--- config.mk ---
export PLATFORM = sky130hd
export DESIGN_NAME = attractor_classifier
export DESIGN_NICKNAME = d
export VERILOG_FILES = /design/src/rtl/attractor_classifier.sv
export SDC_FILE = /design/constraint.sdc
export NUM_CORES = 1
export LEC_CHECK = 0
export CAP_MARGIN = 40
export CELL_PAD_IN_SITES_DETAIL_PLACEMENT = 0
export CELL_PAD_IN_SITES_GLOBAL_PLACEMENT = 1
export CORE_AREA = 5 5 128 130
export DETAILED_ROUTE_END_ITERATION = 10
export DIE_AREA = 0 0 133 135
export PLACE_DENSITY = 0.94
export RECOVER_POWER = 25
export SYNTH_ARGS = -nofsm -noshare
export SYNTH_HDL_FRONTEND = slang
export SYNTH_SLANG_ARGS = --single-unit
export TNS_END_PERCENT = 1
--- constraint.sdc ---
create_clock -name clk -period 4.85 [get_ports clk]
set_input_delay 0.485 -clock clk [delete_from_list [all_inputs] [get_ports clk]]
set_output_delay 0.485 -clock clk [all_outputs]
set_load 0.03 [all_outputs]
--- src/rtl/attractor_classifier.sv ---
// attractor_classifier
// --------------------
// Watches the state sequence of a gene network and finds its attractor.
// Each accepted sample is compared against every state seen so far in the
// run. The first repeat ends the run. If the history fills up without a
// repeat, the run ends as an overflow.
//
// Parameters
//   DEPTH       history depth in states (2..16)
//
// Ports
//   clk         clock, rising edge active
//   rst         asynchronous active-high reset
//   start       begin a new classification run (accepted only when idle)
//   x           current network state
//   x_valid     x carries a new state this cycle
//   busy        a run is in progress (TRACK or REPORT)
//   done        one-cycle pulse, results valid
//   attr_type   00 none, 01 fixed point, 10 cycle, 11 overflow
//   period      attractor length in states
//   transient   states seen before entering the attractor
//   attr_state  first repeated state (last state on overflow)
//   n_samples   samples accepted in the run
module attractor_classifier #(
  parameter int DEPTH = 16
) (
  input  logic       clk,
  input  logic       rst,
  input  logic       start,
  input  logic [7:0] x,
  input  logic       x_valid,
  output logic       busy,
  output logic       done,
  output logic [1:0] attr_type,
  output logic [4:0] period,
  output logic [4:0] transient,
  output logic [7:0] attr_state,
  output logic [4:0] n_samples
);

  typedef enum logic [1:0] {
    IDLE,
    TRACK,
    REPORT
  } state_t;

  state_t           state;
  state_t           state_nxt;

  logic [7:0]       hist [DEPTH];
  logic [DEPTH-1:0] hist_valid;
  logic [4:0]       n;

  logic             start_ok;
  logic             accept;
  logic             last_slot;
  logic             match_found;
  logic [4:0]       match_idx;
  logic [4:0]       match_period;

  assign start_ok     = (state == IDLE) && start;
  assign accept       = (state == TRACK) && x_valid;
  assign last_slot    = (n == 5'(DEPTH - 1));
  assign match_period = n - match_idx;

  assign busy = (state != IDLE);
  assign done = (state == REPORT);

  // Compare the incoming sample against every valid history entry at once.
  // The loop walks from the top index down so that, should several entries
  // ever match, the lowest index is the one left in match_idx.
  always_comb begin
    match_found = 1'b0;
    match_idx   = 5'd0;
    for (int i = DEPTH - 1; i >= 0; i--) begin
      if (hist_valid[i] && (hist[i] == x)) begin
        match_found = 1'b1;
        match_idx   = 5'(i);
      end
    end
  end

  // Run sequencing: a start in IDLE opens a run, a matching sample or a
  // sample landing in the last history slot closes it, and REPORT always
  // lasts exactly one cycle before dropping back to IDLE.
  always_comb begin
    state_nxt = state;
    case (state)
      IDLE: begin
        if (start) begin
          state_nxt = TRACK;
        end
      end
      TRACK: begin
        if (x_valid && (match_found || last_slot)) begin
          state_nxt = REPORT;
        end
      end
      REPORT: begin
        state_nxt = IDLE;
      end
      default: begin
        state_nxt = IDLE;
      end
    endcase
  end

  // State register. Reset lands in IDLE, which also forces busy and done low
  // because both are decoded straight from the state.
  always_ff @(posedge clk or posedge rst) begin
    if (rst) begin
      state <= IDLE;
    end else begin
      state <= state_nxt;
    end
  end

  // Run bookkeeping and result registers. Accepting start wipes the history
  // valid bits, the sample index and the previous results. A non-matching
  // sample claims slot n; the slot n = DEPTH-1 case also publishes an
  // overflow result, leaving n at DEPTH so it never runs past the history.
  // Results are held untouched from REPORT until the next accepted start.
  always_ff @(posedge clk or posedge rst) begin
    if (rst) begin
      hist_valid <= '0;
      n          <= 5'd0;
      attr_type  <= 2'b00;
      period     <= 5'd0;
      transient  <= 5'd0;
      attr_state <= 8'h00;
      n_samples  <= 5'd0;
    end else if (start_ok) begin
      hist_valid <= '0;
      n          <= 5'd0;
      attr_type  <= 2'b00;
      period     <= 5'd0;
      transient  <= 5'd0;
      attr_state <= 8'h00;
      n_samples  <= 5'd0;
    end else if (accept) begin
      if (match_found) begin
        attr_type  <= (match_period == 5'd1) ? 2'b01 : 2'b10;
        period     <= match_period;
        transient  <= match_idx;
        attr_state <= x;
        n_samples  <= n + 5'd1;
      end else begin
        for (int i = 0; i < DEPTH; i++) begin
          if (5'(i) == n) begin
            hist_valid[i] <= 1'b1;
          end
        end
        n <= n + 5'd1;
        if (last_slot) begin
          attr_type  <= 2'b11;
          period     <= 5'd0;
          transient  <= 5'd0;
          attr_state <= x;
          n_samples  <= 5'(DEPTH);
        end
      end
    end
  end

  // History storage. The data itself needs no reset because an entry is
  // only ever looked at once its valid bit has been set.
  always_ff @(posedge clk) begin
    if (accept && !match_found) begin
      for (int i = 0; i < DEPTH; i++) begin
        if (5'(i) == n) begin
          hist[i] <= x;
        end
      end
    end
  end

endmodule

-- Word level (Yosys, flattened, before mapping)
Memories as Yosys holds them, arrays and structs flattened.
Cells that the tools add are included.
- register bits after elaboration: 48
- RAM bits: 128
- memories: 1
- $add $sub $neg: 2
- equality and inequality tests: 38
- muxes and demuxes: 170
- reduce and logical (&&, ||, !) cells: 77
- memory list (name ; depth ; bits a word ; read ports ; clocked after memory_dff ; write ports ; line ; text):
    hist ; 16 ; 8 ; 16 ; 0 ; 1 ; 50 ; logic [7:0] hist [DEPTH];
- operators by type and width (kind ; count):
    two-way mux 8 bit ; 19
    two-way mux 5 bit ; 29
    == test 8 bit ; 16
    OR reduction 8 bit ; 15
    two-way mux 1 bit ; 95
    two-way mux 4 bit ; 16
    two-way mux 16 bit ; 3
    AND reduction 3 bit ; 16
    == test 4 x 5 -> 1 bit, first input constant ; 8
    nonzero test 2 bit ; 18
    == test 3 x 5 -> 1 bit, first input constant ; 4
    logical AND 1 bit ; 20
    two-way mux 2 bit ; 7
    == test 2 x 5 -> 1 bit, first input constant ; 2
    AND reduction 2 bit ; 3
    adder 5 x 1 -> 5 bit, second input constant ; 1
    == test 1 x 5 -> 1 bit, first input constant ; 1
    == test 5 x 1 -> 1 bit, second input constant ; 1
    == test 5 x 4 -> 1 bit, second input constant ; 1
    zero test 5 bit ; 1
    subtractor 5 bit ; 1
    inequality test 2 bit, second input constant ; 2
    one-hot mux 2 bit (2 select lines) ; 1
    nonzero test 3 bit ; 1
    other kinds (6) ; 6

-- Logic depth before layout (Yosys ltp)
Gate-level depths: netlist of the first run.
An unclocked memory read counts as a cell.
- word-level depth: 39
- depth in mapped cells: 18
- gate-level depth less buffers: 16

-- Worst setup path before layout of the first run
No wires, ideal clock.
- path kind: input -> register
- start point: in x[6]
- end point: reg attr_type[1]
- library setup time: 123 ps
- data arrival time: 3168 ps
- required time: 4727 ps
- path slack: 1559 ps
- cell stages on the path: 18
- path buffers: 2
- cell sequence: buf_4 > buf_8 > xnor2_1 > nand3_1 > nor3_1 > o21ai_0 > a21oi_1 > o21ai_0 > nand3_1 > o21ai_0 > ha_1 > fa_1 > inv_1 > a21o_1 > a21oi_1 > xnor2_1 > nand2_1 > o221a_1
- longest elaborated chain between the ends: 24
- ends and longest elaborated chain (element ; line ; text):
    from (decl) ; 30 ; input logic [7:0] x,
    == test 8 bit ; 76 ; if (hist_valid[i] && (hist[i] == x)) begin
    logical AND 1 bit ; 76 ;
    two-way mux 4 bit ; 76 ;
    two-way mux 5 bit (15 in series) ; 76 ;
    subtractor 5 bit ; 64 ; assign match_period = n - match_idx;
    == test 5 x 1 -> 1 bit ; 142 ; attr_type <= (match_period == 5'd1) ? 2'b01 : 2'b10;
    two-way mux 2 bit ; 142 ;
    two-way mux 2 bit ; 141 ; if (match_found) begin
    two-way mux 2 bit ; 140 ; end else if (accept) begin
    two-way mux 2 bit ; 132 ; end else if (start_ok) begin
    to (signal assigned) ; 142 ;
    to (decl) ; 34 ; output logic [1:0] attr_type,
Several ways; a longest one is shown, not always the timed one. The select of a mux whose other input is x is not followed.
A chain may end at the register's enable or synchronous reset.

-- Worst setup path in the final report of the first run
- start point: in x[7]
- end point: reg attr_type[0]
Same word-level chain as after synthesis.

==> results of run 1 <==
## power by group
group | internal [uW] | switching (uW) | total [uW]
Combinational | 332 | 511 | 843
Clock | 726 | 583 | 1310
Sequential | 1820 | 120 | 1940
## layout make-up
| class | count | area, um^2 | area share (%) |
|---|---|---|---|
| Sequential cell | 175 | 5020 | 55.0 |
| Multi-Input combinational cell | 377 | 2630 | 28.8 |
| Timing Repair Buffer | 59 | 603 | 6.61 |
| Clock buffer | 20 | 479 | 5.25 |
| Tap cell | 188 | 235 | 2.58 |
| Clock inverter | 12 | 96.3 | 1.06 |
| Inverter | 19 | 71.3 | 0.781 |
## flip-flops by register name, summed over array words and instances, names as in the netlist, 4 cells and up
register and flops:
attr_state 8, transient 4, n_samples 5, hist_valid 16, hist 128, n 5, period 5
## layer usage
metal	vias to the layer above	routed length, um
li1	2206	-
met4	0	437
met5	-	0
met3	28	778
met1	2356	7020
met2	130	7510
## worst register-to-register path: cells and delay by family, from the launching register on
family | cells | cell delay (ns)
DFF | 1 | 0.38
AOI/OAI and AO/OA | 6 | 0.88
buffers and inverters | 1 | 0.08
adders and majority gates | 2 | 0.68
xor gates and xnor gates | 2 | 0.34
and+or+nand+nor | 4 | 0.93
## logic make-up after synthesis
group	Yosys count	synth area share (%)
adder cells (fa/ha/maj)	10	1.66
other	1	0.0470
flip-flops	175	62.9
AND/OR/NAND/NOR	169	11.0
buffers and inverters	47	4.19
multiplexers	4	0.502
XOR/XNOR	133	14.6
AO/OA/AOI/OAI	60	5.08
## stage by stage
| step | instance area, um^2 | utilization (%) | setup slack, ns | hold WS, ns |
|---|---|---|---|---|
| floorplan | 7980 | - | 1.56 | 0.448 |
| global placement | 8530 | 56.8 | 0.551 | 0.464 |
| detailed placement | 8580 | 57.1 | 0.402 | 0.471 |
| CTS | 9160 | 60.9 | 0.816 | 0.408 |
| global route | 9130 | 60.7 | 0.415 | 0.518 |
| finish | 9130 | 60.7 | 0.639 | 0.486 |
## layout by cell type, fill, tap and decap left out, drive strengths merged, types with 4 or more instances in the layout
master	instances
nor4	4
clkinv	6
and2	6
dfrtp	47
clkbuf	24
nand2	51
o21ai	26
buf	18
nor2	26
a21oi	9
inv	24
mux2i	4
clkdlybuf4s50	30
edfxtp	128
ha	9
o2bb2ai	5
o31ai	6
xor2	24
xnor2	109
nor3	21
a22o	4
dlygate4sd3	7
nand3	27
nand4	20
## how the worst max path moves through the flow
stage / from / to / slack (ns)
2_1_floorplan: x[6] / attr_type[1] / 1.56
3_3_place_gp: x[2] / attr_type[1] / 0.55
3_5_place_dp: x[3] / attr_type[0] / 0.40
4_1_cts: x[3] / attr_type[0] / 0.82
5_1_grt: x[7] / attr_type[0] / 0.41
6_report: x[7] / attr_type[0] / 0.64
==> flow_metrics.env, run 1 <==
export IMPL_synth_top_area_share_pct=48.2
export IMPL_cp_max_fo=11
export IMPL_drv_cap=1
export IMPL_dp_hpwl_um=10700
export IMPL_drtPass1Iterations=5
export IMPL_initial_core_util_pct=53.1
export IMPL_clk_pin_slew_ns=0.07
export IMPL_synthFlopType="edfxtp_1"
export IMPL_drtIter0Drc=392
export IMPL_slew_headroom_pct=-9.75
export IMPL_htreeDepth=4
export IMPL_drc=0
export IMPL_synth_net_count=621
export IMPL_setup_tns_ns=0
export IMPL_hp_class="register to register"
export IMPL_rsz0062_at_grt="no"
export IMPL_drtAntennaViolNets=0
export IMPL_irDropWorstVdd_uv=265
export IMPL_cts_root_buffer="clkbuf_16"
export IMPL_post_synth_top_area_cell="edfxtp_1"
export IMPL_critical_path_arrival_ns=4.53
export IMPL_post_synth_instance_area_mm2=0.00798
export IMPL_std_cell_rows=45
export IMPL_dieArea_mm2=0.0180
export IMPL_hold_violations=0
export IMPL_cts_buffers=17
export IMPL_insertion_delay_ns=0.43
export IMPL_stdcell_count=850
export IMPL_grt_overflow=0
export IMPL_die_h_um=135
export IMPL_synth_most_common_cell="edfxtp_1"
export IMPL_r2r_slack_ns=1.45
export IMPL_grt_pass1_wl_um=25800
export IMPL_dp_cells=818
export IMPL_die_x_um=133
export IMPL_grtUsageMet1_pct=24.6
export IMPL_cp_start_kind="primary input"
export IMPL_wl_per_cell_um=18.5
export IMPL_postCtsHoldBufs=0
export IMPL_ys_top_cells_by_count="edfxtp_1 (128), xnor2_1 (109), nand2_1 (51)"
export IMPL_path_depth=17
export IMPL_syn_avg_cell_area_um2=13.3
export IMPL_r2r_start="hist[1][35]"
export IMPL_worst_hold_path_endpoint="hist_valid[2]"
export IMPL_crit_required_ns=5.17
export IMPL_hp_start="hist_valid[2]"
export IMPL_cts_tree="built"
export IMPL_tightest_slew_ns=1.65
export IMPL_r2r_cells=15
export IMPL_cts_repair_resized=0
export IMPL_p_per_area_mw_per_mm2=448
export IMPL_track_usage_pct=18.6
export IMPL_antenna_found_initial=0
export IMPL_cpLargestDelayFamily="buffers and inverters"
export IMPL_synthTopCellsByArea="edfxtp_1 (48%), dfrtp_1 (15%), xnor2_1 (12%)"
export IMPL_syn2layout_area_growth_pct=14.4
export IMPL_fmaxAchievable_mhz=237
export IMPL_nNetsFinal=671
export IMPL_met2_usage_pct=30.2
export IMPL_crit_path_top_delay_cell="dlygate4sd3_1"
export IMPL_wl_um=15700
export IMPL_ys_types=51
export IMPL_drv_slew=31
export IMPL_violations="capacitance limit, slew limit"
export IMPL_grt_pass1_vias=4805
export IMPL_hold_depth=2
export IMPL_criticalPathCategory="primary input to register"
export IMPL_run_status="finished, violations left"
export IMPL_ios=39
export IMPL_num_fill_cells=1130
export IMPL_netlist_instances=599
export IMPL_routed_via_density=5.55
export IMPL_end_kind="register"
export IMPL_port_buffers=37
export IMPL_clk_path_buf_depth=2
export IMPL_ys_seq_area_share_pct=62.9
export IMPL_finClkSkew_ns=0.0112
export IMPL_period_needed_ns=4.21
export IMPL_crit_path_cell_trace="dlygate4sd3_1 > clkbuf_1 > xnor2_1 > nand3_1 > nor3_1 > nor2_1 > nor3_1 > nand3_1 > o21ai_0 > ha_1 > fa_1 > inv_1 > a21o_1 > a21oi_1 > xnor2_1 > nand2_1 > a221oi_2"
export IMPL_place_congestion=0.822
export IMPL_synthArstFlopShare_pct=26.9
export IMPL_setup_viol=0
export IMPL_yosys_warnings=0
export IMPL_power_leakage_uw=0.00319
export IMPL_ys_ff_latch=175
export IMPL_core_region_area_mm2=0.0150
export IMPL_fin_crit_sh_pct=86.8
export IMPL_crit_buf_inv=3
export IMPL_worstReg2RegEnd="attr_type[0]"
export IMPL_use_met3_pct=3.32
export IMPL_diodes=0
export IMPL_num_vias=4720
export IMPL_cts_setup_buffers=0
export IMPL_critPathMaxStageDelay_ns=0.80
export IMPL_p_total_uw=4090
export IMPL_drive_gt1_share_pct=9.67
export IMPL_grt_busiest_layer="met2"
export IMPL_synth_edf_count=128
export IMPL_grt_max_degree=34
export IMPL_cts_sinks=175
(Power assumes the default switching activity.)
==> run 2: changes to the inputs <==
--- a/config.mk
+++ b/config.mk
@@ -11,6 +11,7 @@
 export CORE_AREA = 5 5 128 130
 export DETAILED_ROUTE_END_ITERATION = 10
 export DIE_AREA = 0 0 133 135
+export HOLD_SLACK_MARGIN = 0.1
 export PLACE_DENSITY = 0.94
 export RECOVER_POWER = 25
 export SYNTH_ARGS = -nofsm -noshare
==> results of run 2 <==
Same layout as run 1: the final DEF is identical, and so are final timing and power.
